$ cat config.mk
export PLATFORM = sky130hd
export DESIGN_NAME = disparity_select_flat
export DESIGN_NICKNAME = d
export VERILOG_FILES = /design/src/rtl/stereo_pkg.sv /design/src/rtl/disparity_select_if.sv /design/src/rtl/ssd_min2_tracker.sv /design/src/rtl/disparity_select.sv /design/src/flat_wrapper.sv
export SDC_FILE = /design/constraint.sdc
export NUM_CORES = 1
export LEC_CHECK = 0
export ABC_AREA = 0
export CELL_PAD_IN_SITES_DETAIL_PLACEMENT = 1
export CELL_PAD_IN_SITES_GLOBAL_PLACEMENT = 1
export CORE_MARGIN = 3
export CORE_UTILIZATION = 45
export DETAILED_ROUTE_END_ITERATION = 6
export GPL_ROUTABILITY_DRIVEN = 0
export PLACE_DENSITY = 0.9
export SYNTH_ARGS = -nofsm -noshare
export SYNTH_HDL_FRONTEND = slang
export SYNTH_HIERARCHICAL = 1
export SYNTH_SLANG_ARGS = --single-unit
$ cat constraint.sdc
create_clock -name clk_in -period 5.7 [get_ports clk_in]
set_input_delay 1.14 -clock clk_in [delete_from_list [all_inputs] [get_ports clk_in]]
set_output_delay 1.14 -clock clk_in [all_outputs]
set_load 0.005 [all_outputs]
$ cat src/rtl/stereo_pkg.sv
// Shared definitions for the stereo disparity pipeline: SSD and coordinate
// widths plus the block-search state encoding.
package stereo_pkg;

  localparam int SSD_W   = 23;
  localparam int COORD_W = 9;

  typedef enum logic [1:0] {
    IDLE  = 2'd0,
    ACCUM = 2'd1,
    EMIT  = 2'd2
  } state_t;

endpackage

$ cat src/rtl/disparity_select_if.sv
// Candidate-stream and result bundle for disparity_select; the slave modport
// is the selector's view, master is the producer/consumer side.
interface disparity_select_if #(
  parameter int SSD_W  = stereo_pkg::SSD_W,
  parameter int DISP_W = 4
);
  import stereo_pkg::COORD_W;

  logic               start_in;
  logic [COORD_W-1:0] block_x_in;
  logic [COORD_W-1:0] block_y_in;
  logic               valid_in;
  logic [SSD_W-1:0]   ssd_in;

  logic               busy_out;
  logic               valid_out;
  logic [DISP_W-1:0]  disp_out;
  logic [SSD_W-1:0]   min_ssd_out;
  logic               confident_out;
  logic [COORD_W-1:0] block_x_out;
  logic [COORD_W-1:0] block_y_out;

  modport master (
    output start_in, block_x_in, block_y_in, valid_in, ssd_in,
    input  busy_out, valid_out, disp_out, min_ssd_out, confident_out,
           block_x_out, block_y_out
  );

  modport slave (
    input  start_in, block_x_in, block_y_in, valid_in, ssd_in,
    output busy_out, valid_out, disp_out, min_ssd_out, confident_out,
           block_x_out, block_y_out
  );

endinterface

$ cat src/rtl/ssd_min2_tracker.sv
// Tracks the smallest and second-smallest SSD seen in a block search and the
// index of the smallest; exposes next-state values so the caller can register
// the final result on the same edge as the last candidate.
module ssd_min2_tracker #(
  parameter int SSD_W = 23,
  parameter int IDX_W = 4
) (
  input  logic             clk_in,
  input  logic             rst_in,
  input  logic             i_init,
  input  logic             i_accept,
  input  logic [SSD_W-1:0] i_ssd,
  input  logic [IDX_W-1:0] i_idx,
  output logic [SSD_W-1:0] o_best_nxt,
  output logic [SSD_W-1:0] o_second_nxt,
  output logic [IDX_W-1:0] o_idx_nxt
);

  logic [SSD_W-1:0] r_best;
  logic [SSD_W-1:0] r_second;
  logic [IDX_W-1:0] r_idx;

  // Strict less-than keeps the lowest index on ties; an equal value only lands in second.
  always_comb begin
    o_best_nxt   = r_best;
    o_second_nxt = r_second;
    o_idx_nxt    = r_idx;
    if (i_init) begin
      o_best_nxt   = '1;
      o_second_nxt = '1;
      o_idx_nxt    = '0;
    end else if (i_accept) begin
      if (i_ssd < r_best) begin
        o_second_nxt = r_best;
        o_best_nxt   = i_ssd;
        o_idx_nxt    = i_idx;
      end else if (i_ssd < r_second) begin
        o_second_nxt = i_ssd;
      end
    end
  end

  always_ff @(posedge clk_in or negedge rst_in) begin
    if (!rst_in) begin
      r_best   <= '1;
      r_second <= '1;
      r_idx    <= '0;
    end else begin
      r_best   <= o_best_nxt;
      r_second <= o_second_nxt;
      r_idx    <= o_idx_nxt;
    end
  end

endmodule

$ cat src/rtl/disparity_select.sv
// Winner-take-all disparity selection: scans MAX_DISP candidate SSDs per block
// and reports the best index, its SSD and a uniqueness-based confidence flag.
module disparity_select #(
  parameter int MAX_DISP    = 16,
  parameter int SSD_W       = stereo_pkg::SSD_W,
  parameter int UNIQ_THRESH = 1024
) (
  input  logic              clk_in,
  input  logic              rst_in,
  disparity_select_if.slave bus
);
  import stereo_pkg::*;

  localparam int DISP_W = $clog2(MAX_DISP);
  localparam logic [DISP_W-1:0] LAST_IDX = DISP_W'(MAX_DISP - 1);
  localparam logic [SSD_W:0]    THRESH   = (SSD_W + 1)'(UNIQ_THRESH);

  state_t              r_state;
  logic [DISP_W-1:0]   r_count;
  logic [COORD_W-1:0]  r_bx;
  logic [COORD_W-1:0]  r_by;
  logic                r_busy;
  logic                r_valid;
  logic [DISP_W-1:0]   r_disp;
  logic [SSD_W-1:0]    r_min;
  logic                r_conf;
  logic [COORD_W-1:0]  r_xout;
  logic [COORD_W-1:0]  r_yout;

  logic                w_accept;
  logic                w_last;
  logic [SSD_W-1:0]    w_best_nxt;
  logic [SSD_W-1:0]    w_second_nxt;
  logic [DISP_W-1:0]   w_idx_nxt;
  logic [SSD_W:0]      w_margin;

  // A start in ACCUM wins over a coincident sample, which is dropped.
  assign w_accept = (r_state == ACCUM) && bus.valid_in && !bus.start_in;
  assign w_last   = w_accept && (r_count == LAST_IDX);
  assign w_margin = {1'b0, w_second_nxt} - {1'b0, w_best_nxt};

  ssd_min2_tracker #(
    .SSD_W (SSD_W),
    .IDX_W (DISP_W)
  ) u_tracker (
    .clk_in       (clk_in),
    .rst_in       (rst_in),
    .i_init       (bus.start_in),
    .i_accept     (w_accept),
    .i_ssd        (bus.ssd_in),
    .i_idx        (r_count),
    .o_best_nxt   (w_best_nxt),
    .o_second_nxt (w_second_nxt),
    .o_idx_nxt    (w_idx_nxt)
  );

  // Results are captured from the tracker's next values on the final accept,
  // so they are already fresh during the EMIT cycle.
  always_ff @(posedge clk_in or negedge rst_in) begin
    if (!rst_in) begin
      r_state <= IDLE;
      r_count <= '0;
      r_bx    <= '0;
      r_by    <= '0;
      r_busy  <= 1'b0;
      r_valid <= 1'b0;
      r_disp  <= '0;
      r_min   <= '0;
      r_conf  <= 1'b0;
      r_xout  <= '0;
      r_yout  <= '0;
    end else begin
      r_valid <= 1'b0;
      if (bus.start_in) begin
        r_state <= ACCUM;
        r_count <= '0;
        r_bx    <= bus.block_x_in;
        r_by    <= bus.block_y_in;
        r_busy  <= 1'b1;
      end else begin
        case (r_state)
          ACCUM: begin
            if (w_accept) begin
              r_count <= r_count + DISP_W'(1);
            end
            if (w_last) begin
              r_state <= EMIT;
              r_busy  <= 1'b0;
              r_valid <= 1'b1;
              r_disp  <= w_idx_nxt;
              r_min   <= w_best_nxt;
              r_conf  <= (w_margin >= THRESH);
              r_xout  <= r_bx;
              r_yout  <= r_by;
            end
          end
          EMIT: begin
            r_state <= IDLE;
            r_busy  <= 1'b0;
          end
          default: begin
            r_state <= IDLE;
            r_busy  <= 1'b0;
          end
        endcase
      end
    end
  end

  assign bus.busy_out      = r_busy;
  assign bus.valid_out     = r_valid;
  assign bus.disp_out      = r_disp;
  assign bus.min_ssd_out   = r_min;
  assign bus.confident_out = r_conf;
  assign bus.block_x_out   = r_xout;
  assign bus.block_y_out   = r_yout;

endmodule
$ cat src/flat_wrapper.sv
// flat-port wrapper written by rule: the top's interface ports become plain ports
module disparity_select_flat import stereo_pkg::*;
#(
  parameter int MAX_DISP    = 16,
  parameter int SSD_W       = stereo_pkg::SSD_W,
  parameter int UNIQ_THRESH = 1024
)
  (clk_in, rst_in, bus_start_in, bus_block_x_in, bus_block_y_in, bus_valid_in, bus_ssd_in, bus_busy_out, bus_valid_out, bus_disp_out, bus_min_ssd_out, bus_confident_out, bus_block_x_out, bus_block_y_out);
  disparity_select_if #(.SSD_W(SSD_W)) bus_i ();
  input  logic clk_in;
  input  logic rst_in;
  input wire logic [$bits(bus_i.start_in)-1:0] bus_start_in;
  input wire logic [$bits(bus_i.block_x_in)-1:0] bus_block_x_in;
  input wire logic [$bits(bus_i.block_y_in)-1:0] bus_block_y_in;
  input wire logic [$bits(bus_i.valid_in)-1:0] bus_valid_in;
  input wire logic [$bits(bus_i.ssd_in)-1:0] bus_ssd_in;
  output wire logic [$bits(bus_i.busy_out)-1:0] bus_busy_out;
  output wire logic [$bits(bus_i.valid_out)-1:0] bus_valid_out;
  output wire logic [$bits(bus_i.disp_out)-1:0] bus_disp_out;
  output wire logic [$bits(bus_i.min_ssd_out)-1:0] bus_min_ssd_out;
  output wire logic [$bits(bus_i.confident_out)-1:0] bus_confident_out;
  output wire logic [$bits(bus_i.block_x_out)-1:0] bus_block_x_out;
  output wire logic [$bits(bus_i.block_y_out)-1:0] bus_block_y_out;
  assign bus_i.start_in = bus_start_in;
  assign bus_i.block_x_in = bus_block_x_in;
  assign bus_i.block_y_in = bus_block_y_in;
  assign bus_i.valid_in = bus_valid_in;
  assign bus_i.ssd_in = bus_ssd_in;
  assign bus_busy_out = bus_i.busy_out;
  assign bus_valid_out = bus_i.valid_out;
  assign bus_disp_out = bus_i.disp_out;
  assign bus_min_ssd_out = bus_i.min_ssd_out;
  assign bus_confident_out = bus_i.confident_out;
  assign bus_block_x_out = bus_i.block_x_out;
  assign bus_block_y_out = bus_i.block_y_out;
  disparity_select #(.MAX_DISP(MAX_DISP), .SSD_W(SSD_W), .UNIQ_THRESH(UNIQ_THRESH)) u_core (.clk_in(clk_in), .rst_in(rst_in), .bus(bus_i));
endmodule
==> flow_summary.ini <==
[place]
hpwl_um = 20900
numPortBuffers = 92
detailed_place.area_um2 = 9850
dp_slack_ps = -563
dpl.cell_count = 1165

[die]
die_width_um = 138
boundaryPins = 93
core_region_area_um2 = 16800
effective_utilization_at_floorplan = 0.465
floorplan.die.height_um = 138
count_of_standard_cell_rows = 47
floorplan.die_area_um2 = 19000

[timing]
fin_skew_ps = 14.7
fin_setup_tns_ps = -204
transition_time_of_the_tightest_slew_check_pin_ps = 842
fmax_mhz = 169
timing.hold.ws_ps = 504
final.setup.worst_slack_ps = -204
max-slew-margin-rel = 0.438
fin_max_slew_vios = 0
timing_hold_violations_final = 0
final_min_period_over_clock_period = 1.04
final_setup_violation_count = 1
period_minus_slack_ps = 5900

[logic_synthesis]
syn-instance-count = 763
ys_warn_count = 6
synth_top_cells_by_area = sky130_fd_sc_hd__dfrtp_1, sky130_fd_sc_hd__dfstp_2, sky130_fd_sc_hd__ha_1
yosys_most_used_dff = sky130_fd_sc_hd__dfrtp_1
synth_area_per_cell_um2 = 10.3
synth.yosys.seq_area_share = 0.394
synth.cell_area_um2 = 7820
synth_edf_count = 0
ys_ff_latch = 121
post-synth-top-area-fraction = 0.240
synth-async-reset-ratio = 1.00
yosys.area.top_type = sky130_fd_sc_hd__dfrtp_1
synth_cell_type_count = 71
postSynthNetCount = 877

[critical_path]
cp_data_required_time_ps = 6000
worst_setup_path_startpoint = bus_ssd_in[2]
max_fanout_on_critical_path = 6
worst_ep_arrival_time_ps = 6200
cpPeakStageDelay_ps = 480
crit_path_end_kind = register
timing.setup.critical_path_class = primary input to register
worst_setup_path_start_kind = primary input
crit_chain = clkdlybuf4s50_1, ha_1, a21o_1, a31oi_1, o21ai_1, a22o_4, buf_4, a2111oi_1, a311o_1, ha_1, a21oi_1, a21boi_1, buf_4, nor3_1, a21oi_2, o21ai_1, mux2i_1, a2111oi_4, a21oi_2
r2r-start = u_core/u_tracker/r_best[22]$_DFF_PN1_
cell_with_the_biggest_individual_delay_on_the_critical_path = sky130_fd_sc_hd__a2111oi_1

[cts]
inserted_clock_buffers = 17
clock_sink_count = 121
htree_depth = 4
clock_insertion_delay_worst_skew_ps = 430
cts_tree = built
cts-root-to-sink-buffers = 2
clockRootBuffer = sky130_fd_sc_hd__clkbuf_16
clkTransAtPathRegs_ps = 60

[run_status]
violations = negative setup slack
status = finished with violations

[power]
power.density_nw_per_um2 = 286
comb_power_share = 0.325
static_leakage_nw = 5.46
power.switching_mw = 1.14
share_clk_of_total_power = 0.368
p_sw_frac = 0.360
p_seq_frac = 0.307
ir_drop_v = 0.000266
p_int_mw = 2.02
finalPower_mw = 3.16

[final_layout]
layout_cell_share_with_drive_strength_beyond_1 = 0.374
final_util = 0.656
finish.net_count = 1099
filler_cells = 1775
antenna_cells = 0
finished_layout_cell_area_um2 = 11000
area_delta_synth_final_pct = 41.1
area_of_the_multi_input_gates_um2 = 4460
seqCellArea_um2 = 3090
final_cell_count_no_fill = 1218

[global_routing]
antenna_found_initial = 0
wire_length_of_the_first_global_routing_pass_um = 56100
grt.overflow.total = 0
pin_count_of_the_biggest_net_entering_global_routing = 65
global_route.usage.total = 0.396
number_of_global_route_vias_before_repair = 9067

[detailed_routing]
routed_wl_um = 40300
dr.pass1.iters = 6
drtIter0Drc = 1599
drt_drc_violations_left = 0
routed-via-count = 8683
drtAntennaViolNets = 0
wl_per_cell_um = 33.1
drt-vias-per-instance = 7.13

[min_path]
worstHoldStart = u_core/r_bx[6]$_DFFE_PN0P_
worst_hold_path_type = register to register

[job]
maxCapViolations = 0
-- power by group through the flow --
stage	logic, mW	registers, mW	clock network, mW
after CTS	0.848	0.963	1.14
final	1.03	0.972	1.16
after detailed placement	0.763	0.973	0
after floorplan	0.420	0.958	0
after global routing	1.05	0.972	1.20
after global placement	0.706	0.966	0
-- synthesized netlist by cell type, types with 20 or more instances --
cell                       count
sky130_fd_sc_hd__a311o_1      22
sky130_fd_sc_hd__ha_1         68
sky130_fd_sc_hd__inv_1       104
sky130_fd_sc_hd__o211ai_1     23
sky130_fd_sc_hd__nand4_1      32
sky130_fd_sc_hd__dfstp_2      46
sky130_fd_sc_hd__a41o_1       22
sky130_fd_sc_hd__a21oi_1      38
sky130_fd_sc_hd__nor2_1       30
sky130_fd_sc_hd__o21ai_0      20
sky130_fd_sc_hd__clkbuf_1     23
sky130_fd_sc_hd__mux2_2       63
sky130_fd_sc_hd__nand2_1      27
sky130_fd_sc_hd__dfrtp_1      75
-- logic make-up after synthesis --
group	count (synthesis)	share of synthesized area
AND/OR/NAND/NOR	139	0.0941
adder cells (fa/ha/maj)	69	0.111
flip-flops	121	0.394
AO/OA/AOI/OAI	209	0.218
buffers and inverters	156	0.0846
XOR/XNOR	4	0.00448
multiplexers	65	0.0933
-- cell usage in the layout, fill, tap and decap left out, drive strengths merged, types with 4 or more instances in the layout --
cell type	netlist	layout
nor3	9	9
o31ai	4	4
a41o	22	22
and3	6	6
nand3	9	9
a21oi	38	38
dfstp	46	46
clkbuf	23	18
dlymetal6s2s	0	13
nand2b	6	6
a311oi	4	4
dfrtp	75	75
a2111oi	23	23
a211oi	7	7
a31o	4	4
a21o	8	8
or3	4	4
mux2	63	63
clkinv	1	7
o211ai	23	23
nor4	8	8
buf	28	164
nor2	30	30
nand2	27	27
o311ai	5	5
ha	68	68
clkdlybuf4s50	0	77
a311o	22	22
nand4	32	32
inv	104	107
o21ai	21	21
-- state kept, by name, summed over array words and instances (netlist names) --
name / flops
u_core/r_by: 9
u_core/u_tracker/r_idx: 4
u_core/r_state: 2
u_core/bus.min_ssd_out: 23
u_core/bus.confident_out: 1
u_core/bus.valid_out: 1
u_core/r_count: 4
u_core/bus.block_x_out: 9
u_core/r_bx: 9
u_core/bus.block_y_out: 9
u_core/bus.disp_out: 4
u_core/u_tracker/r_second: 23
u_core/u_tracker/r_best: 23
-- critical path, delay by kind of cell --
family | cells | cell delay, ps
AOI/OAI and AO/OA | 12 | 3000
adders and majority gates | 2 | 680
buffers and inverters | 3 | 760
muxes | 1 | 180
and+or+nand+nor | 1 | 420
-- worst paths after layout --
kind	endpoint	slack, ps	depth (start not counted)
max	u_core/bus.confident_out$_DFFE_PN0P_	-200	19
min in group asynchronous	u_core/bus.min_ssd_out[7]$_DFFE_PN0P_	800	1
max reg2reg	u_core/bus.confident_out$_DFFE_PN0P_	20	20
max in group asynchronous	u_core/bus.min_ssd_out[22]$_DFFE_PN0P_	3570	2
min reg2reg	u_core/r_bx[6]$_DFFE_PN0P_	500	1
min	u_core/r_bx[6]$_DFFE_PN0P_	500	1
-- metal layers --
metal / GRT usage / vias to the layer above / wire, um
met2: 0.631 / 881 / 17800
met3: 0.114 / 339 / 4730
met1: 0.475 / 4170 / 13900
met5: 0 / - / 0
met4: 0.239 / 0 / 3900
li1: - / 3293 / -
-- area by class of cell --
type                            instances  area share
Tap cell                              220      0.0249
Inverter                              105      0.0357
Multi-Input combinational cell        486       0.404
Clock inverter                         14      0.0156
Sequential cell                       121       0.280
Timing Repair Buffer                  254       0.201
Clock buffer                           18      0.0389
-- timing repair --
action | in CTS | in global routing
pin swaps | 11 | 26
buffers inserted | 12 | 9
resized for setup | 24 | 59
hold buffers | 0 | 0
endpoints found under the setup margin | 1 | 1
Note: power is estimated with default switching activity, not from simulation.
